==> src/rtl/bus_arb_pkg.sv <==
// Shared types and default widths for the busctl round-robin arbiter.
package bus_arb_pkg;

  typedef enum logic [1:0] {ST_IDLE, ST_ISSUE, ST_RESP} bus_arb_state_t;

  localparam int unsigned BUS_ADDR_W = 8;
  localparam int unsigned BUS_DATA_W = 8;

endpackage

==> src/rtl/bus_arbiter_rr_picker.sv <==
// Combinational round-robin selector: first set req bit searching upward
// from last_grant+1, wrapping modulo NUM_REQ.
module rr_picker
  import bus_arb_pkg::*;
#(
  parameter int unsigned NUM_REQ = 2,
  localparam int unsigned IDX_W  = $clog2(NUM_REQ)
) (
  input  logic [NUM_REQ-1:0] req,
  input  logic [IDX_W-1:0]   last_grant,
  output logic [IDX_W-1:0]   grant,
  output logic               valid
);

  logic [IDX_W-1:0] idx;

  always_comb begin
    grant = '0;
    valid = 1'b0;
    idx   = '0;
    for (int unsigned k = 1; k <= NUM_REQ; k++) begin
      idx = IDX_W'((32'(last_grant) + k) % NUM_REQ);
      if (!valid && req[idx]) begin
        valid = 1'b1;
        grant = idx;
      end
    end
  end

endmodule

==> src/rtl/bus_arbiter.sv <==
// Round-robin arbiter sharing one busctl between NUM_REQ requesters.
// Optional grant locking is enabled with the BUS_ARB_LOCK_EN macro.
module bus_arbiter
  import bus_arb_pkg::*;
#(
  parameter int unsigned NUM_REQ = 2,
  parameter int unsigned ADDR_W  = BUS_ADDR_W,
  parameter int unsigned DATA_W  = BUS_DATA_W
) (
  input  logic                      clk,
  input  logic                      reset,
  input  logic [NUM_REQ-1:0]        req,
  input  logic [NUM_REQ-1:0]        req_we,
  input  logic [NUM_REQ*ADDR_W-1:0] req_addr,
  input  logic [NUM_REQ*DATA_W-1:0] req_wdata,
`ifdef BUS_ARB_LOCK_EN
  input  logic [NUM_REQ-1:0]        req_lock,
`endif
  output logic [NUM_REQ-1:0]        ack,
  output logic [DATA_W-1:0]         rdata,
  output logic                      bus_write_en,
  output logic [ADDR_W-1:0]         bus_addr,
  output logic [DATA_W-1:0]         bus_wdata,
  input  logic [DATA_W-1:0]         bus_rdata
);

  localparam int unsigned IDX_W = $clog2(NUM_REQ);

  bus_arb_state_t   state_q, state_d;
  logic [IDX_W-1:0] grant_q, grant_d;
  logic [IDX_W-1:0] last_grant_q, last_grant_d;
  logic             bus_write_en_q, bus_write_en_d;
  logic [ADDR_W-1:0] bus_addr_q, bus_addr_d;
  logic [DATA_W-1:0] bus_wdata_q, bus_wdata_d;

  logic [IDX_W-1:0] rr_base;
  logic [IDX_W-1:0] pick_grant;
  logic             pick_valid;
  logic             take;
  logic [IDX_W-1:0] sel;

`ifdef BUS_ARB_LOCK_EN
  logic lock_q, lock_d;

  // A lapsed lock resumes round-robin after the lock holder, not after the
  // stale last_grant that was frozen while the lock was held.
  assign rr_base = lock_q ? grant_q : last_grant_q;
`else
  assign rr_base = last_grant_q;
`endif

  rr_picker #(.NUM_REQ(NUM_REQ)) u_picker (
    .req        (req),
    .last_grant (rr_base),
    .grant      (pick_grant),
    .valid      (pick_valid)
  );

  always_ff @(posedge clk or posedge reset) begin
    if (reset) begin
      state_q        <= ST_IDLE;
      grant_q        <= '0;
      last_grant_q   <= IDX_W'(NUM_REQ - 1);
      bus_write_en_q <= 1'b0;
      bus_addr_q     <= '0;
      bus_wdata_q    <= '0;
`ifdef BUS_ARB_LOCK_EN
      lock_q         <= 1'b0;
`endif
    end else begin
      state_q        <= state_d;
      grant_q        <= grant_d;
      last_grant_q   <= last_grant_d;
      bus_write_en_q <= bus_write_en_d;
      bus_addr_q     <= bus_addr_d;
      bus_wdata_q    <= bus_wdata_d;
`ifdef BUS_ARB_LOCK_EN
      lock_q         <= lock_d;
`endif
    end
  end

  always_comb begin
    state_d        = state_q;
    grant_d        = grant_q;
    last_grant_d   = last_grant_q;
    bus_write_en_d = bus_write_en_q;
    bus_addr_d     = bus_addr_q;
    bus_wdata_d    = bus_wdata_q;
    take           = 1'b0;
    sel            = pick_grant;
`ifdef BUS_ARB_LOCK_EN
    lock_d         = lock_q;
`endif
    case (state_q)
      ST_IDLE: begin
        take = pick_valid;
`ifdef BUS_ARB_LOCK_EN
        if (lock_q && req[grant_q] && req_lock[grant_q]) begin
          take = 1'b1;
          sel  = grant_q;
        end
        lock_d = 1'b0;
`endif
        if (take) begin
          grant_d        = sel;
          bus_write_en_d = req_we[sel];
          bus_addr_d     = req_addr[32'(sel)*ADDR_W +: ADDR_W];
          bus_wdata_d    = req_wdata[32'(sel)*DATA_W +: DATA_W];
          state_d        = ST_ISSUE;
        end
      end
      ST_ISSUE: begin
        bus_write_en_d = 1'b0;
        state_d        = ST_RESP;
      end
      ST_RESP: begin
        state_d      = ST_IDLE;
        last_grant_d = grant_q;
`ifdef BUS_ARB_LOCK_EN
        if (req_lock[grant_q] && req[grant_q]) begin
          lock_d       = 1'b1;
          last_grant_d = last_grant_q;
        end
`endif
      end
      default: state_d = ST_IDLE;
    endcase
  end

  always_comb begin
    ack = '0;
    if (state_q == ST_RESP) ack[grant_q] = 1'b1;
    rdata = bus_rdata;
  end

  assign bus_write_en = bus_write_en_q;
  assign bus_addr     = bus_addr_q;
  assign bus_wdata    = bus_wdata_q;

endmodule
==> config.mk <==
export PLATFORM = sky130hd
export DESIGN_NAME = bus_arbiter
export DESIGN_NICKNAME = d
export VERILOG_FILES = /design/src/rtl/bus_arb_pkg.sv /design/src/rtl/bus_arbiter_rr_picker.sv /design/src/rtl/bus_arbiter.sv
export SDC_FILE = /design/constraint.sdc
export NUM_CORES = 1
export LEC_CHECK = 0
export CAP_MARGIN = 10
export CORE_ASPECT_RATIO = 0.5
export CORE_MARGIN = 1.5
export CORE_UTILIZATION = 37
export CTS_BUF_LIST = sky130_fd_sc_hd__clkbuf_2 sky130_fd_sc_hd__clkbuf_4 sky130_fd_sc_hd__clkbuf_8
export CTS_CLUSTER_SIZE = 10
export DETAILED_ROUTE_END_ITERATION = 16
export GPL_TIMING_DRIVEN = 0
export PLACE_DENSITY = 0.89
export SETUP_SLACK_MARGIN = 0.4
export SYNTH_ARGS = -nofsm -noshare
export SYNTH_HDL_FRONTEND = slang
export SYNTH_SLANG_ARGS = --single-unit
==> constraint.sdc <==
create_clock -name clk -period 1.5 [get_ports clk]
set_input_delay 0.15 -clock clk [delete_from_list [all_inputs] [get_ports clk]]
set_output_delay 0.15 -clock clk [all_outputs]
set_load 0.05 [all_outputs]
==> run_results.csv <==
group,metric,value,unit
routing,drt_iter0_markers,62,
logic_synthesis,synth_top_area_cell,"dfrtp_1",
cts,tritoncts,"yes",
pwr,ir_drop,985.9,uV
global_route,grt_max_degree,22,
logic_synthesis,synth_flop_cell,"dfrtp_1",
routing,drc,0,
worst_setup_path,r2r_end,"bus_wdata[1]",
finish,n_antenna_cell,0,
timing,fin_crit,1.443,ns
cts,clkTransAtPathRegs,0.08,ns
finish,fin_nets,231,
timing,clock_skew,0.001924,ns
finish,stdcell_area,0.002017,sq mm
cts,clk_latency,0.27,ns
timing,final_hold_viol_count,0,
logic_synthesis,yosys_warnings,0,
floorplan,fp.dieW,80.41,microns
timing,rsz0062_at_grt,"true",
floorplan,die-area,0.003354,sq mm
pwr,leakagePower,0.9156,nW
pwr,powerDensity,2098,mW/mm^2
logic_synthesis,synth_top_area_share,45.15,%
worst_setup_path,reg2reg_depth,5,
worst_setup_path,r2r_slack,0.06,ns
timing,fin_crit_sh,96.21,%
finish,fillCellCount,182,
finish,synthToLayoutAreaGrowth,81.94,%
routing,drt_pass1_iterations,4,
place,dp_hpwl,2109,microns
cts,htree_levels,1,
cts,cts_root_buf,"clkbuf_8",
timing,drv_slew,0,
status,outcome,"completed",
cts,cts_max_path_buffers,2,
place,gp_congestion,0.6589,
timing,fin_tns_setup,0,ns
logic_synthesis,netlist_area,0.001109,sq mm
global_route,grt_pass1_wl,5319,microns
floorplan,io_pins,73,
logic_synthesis,synthTopCellsByArea,"dfrtp_1 45%, mux2i_1 15%, a21oi_1 11%, a21oi_2 7.1%, buf_4 6.1%",
global_route,first_global_vias,1078,
floorplan,core,0.002716,sq mm
place,io_buffers,64,
logic_synthesis,synth.distinct_cells,21,
routing,vias_per_cell,4.959,
worst_setup_path,reg2reg_from,"last_grant_q",
worst_setup_path,endpoint_kind,"flop",
worst_setup_path,critPathKind,"flop to flop",
finish,drive_above_1_share,42.39,%
worst_setup_path,crit_fanout,6,
place,place_area,0.001823,sq mm
worst_setup_path,critical_path_required,1.64,ns
logic_synthesis,synth_common_cells,"24 x a21oi_1, 20 x dfrtp_1, 17 x mux2i_1",
job,cap_viol_max_count,0,
floorplan,num_rows,13,
logic_synthesis,yosysMostFrequentCell,"a21oi_1",
logic_synthesis,syn_nets,145,
logic_synthesis,synth.avg_cell_area,11.20,sq um
routing,drt-total-wl,3746,microns
routing,postRouteAntennaNets,0,
floorplan,die_h,41.71,microns
global_route,grtUsageTotal,21.22,%
place,dp_cells,200,
global_route,grt_antenna_before_repair,0,
logic_synthesis,synth-edff-count,0,
global_route,grt-ovfl-total,0,
cts,cts_buffers,3,
timing,relSlewSlack,44.60,%
timing,hold_ws,0.3398,ns
routing,dr_total_vias,1096,
finish,fin_cells,221,
timing,worstMarginPinSlew,0.8301,ns
floorplan,initial_core_util,40.81,%
worst_setup_path,arrival,1.59,ns
logic_synthesis,synth_cells,99,
cts,cts_hold_buffers,0,
logic_synthesis,async_flop_share,100.0,%
cts,cts.sinks,21,
worst_setup_path,startpoint_type,"flop",
routing,wl_per_cell,16.95,microns
timing,max_freq,692.9,MHz
timing,setup_viol,0,
hold_path,hold_path.class,"input port to asynchronous set/reset pin",
logic_synthesis,seq_area_frac_synth,47.52,%
logic_synthesis,synth.ff_latch_count,21,
## critical path, stage by stage, from the launching register on
cell     delay (ns)
dfstp_2        0.54
a21bo_2        0.14
buf_8          0.14
buf_4          0.13
mux2i_1        0.25
a21oi_1        0.12
## through the flow
step	total power [mW]	setup WS, ns	util, %
floorplan	2.744	0.1982	-
CTS	4.076	0.1608	72.27
detailed placement	3.531	-0.2459	67.11
finish	4.232	0.05684	74.25
global placement	3.469	-0.2305	67.11
global route	4.432	0.03692	74.25
## sequential cells by signal, summed over array words and instances (netlist names)
register	count
bus_addr	8
bus_wdata	8
bus_write_en	1
grant_q	1
last_grant_q	1
state_q	2
## what timing repair did
| item | in CTS | in global routing |
|---|---|---|
| gates resized for setup | 120 | 8 |
| endpoints found under the setup margin | 46 | 21 |
| pin swaps | 6 | 4 |
| gates cloned | 2 | 0 |
| buffers inserted | 13 | 2 |
## logic make-up (layout without fill, tap and decap cells)
| family | count (synthesis) | count (layout) | synth area share, % |
|---|---|---|---|
| AO/OA/AOI/OAI | 37 | 37 | 20.99 |
| flip-flops | 21 | 21 | 47.52 |
| multiplexers | 17 | 17 | 15.35 |
| buffers and inverters | 17 | 102 | 12.41 |
| AND/OR/NAND/NOR | 7 | 7 | 3.726 |
## routing by layer
metal / up-vias / track usage (%) / share of wire, %
li1: 515 / - / -
met4: 0 / 5.862 / 1.7
met2: 47 / 35.97 / 51
met1: 527 / 27.18 / 41
met3: 7 / 5.055 / 6.2
met5: - / 0 / 0
## report_power, final
group / switching, mW / internal [mW] / leakage, nW
Combinational: 1.74 / 1.05 / 0.655
Sequential: 0.180 / 0.859 / 0.235
Clock: 0.197 / 0.208 / 0.0262
## cells in the final DEF (no fill, tap or decap), types with 3 or more instances in the layout
cell type,n
clkdlybuf4s50_1,35
nor2_4,3
buf_4,22
buf_2,17
a21oi_2,9
dfrtp_1,19
mux2i_1,12
clkbuf_8,3
buf_6,4
dlygate4sd2_1,10
mux2i_2,3
a21oi_1,24
## final cells by class
class	instances	area [sq um]	area share [%]
Sequential cell	21	528.0	26.18
Inverter	2	7.507	0.3722
Clock buffer	4	48.80	2.419
Timing Repair Buffer	81	716.9	35.55
Buffer	15	153.9	7.630
Tap cell	37	46.29	2.295
Multi-Input combinational cell	61	515.5	25.56
## worst max-delay path by stage
stage | start | endpoint | cells after the start | slack (ns)
finish | last_grant_q | bus_wdata[1] | 5 | 0.06
global route | last_grant_q | bus_wdata[1] | 5 | 0.04
CTS | last_grant_q | bus_addr[6] | 5 | 0.16
detailed placement | state_q[0] | ack[1] | 3 | -0.25
global placement | state_q[0] | ack[1] | 3 | -0.23
floorplan | last_grant_q | bus_addr[0] | 5 | 0.20
No activity file was read; power rests on OpenSTA's default activity.
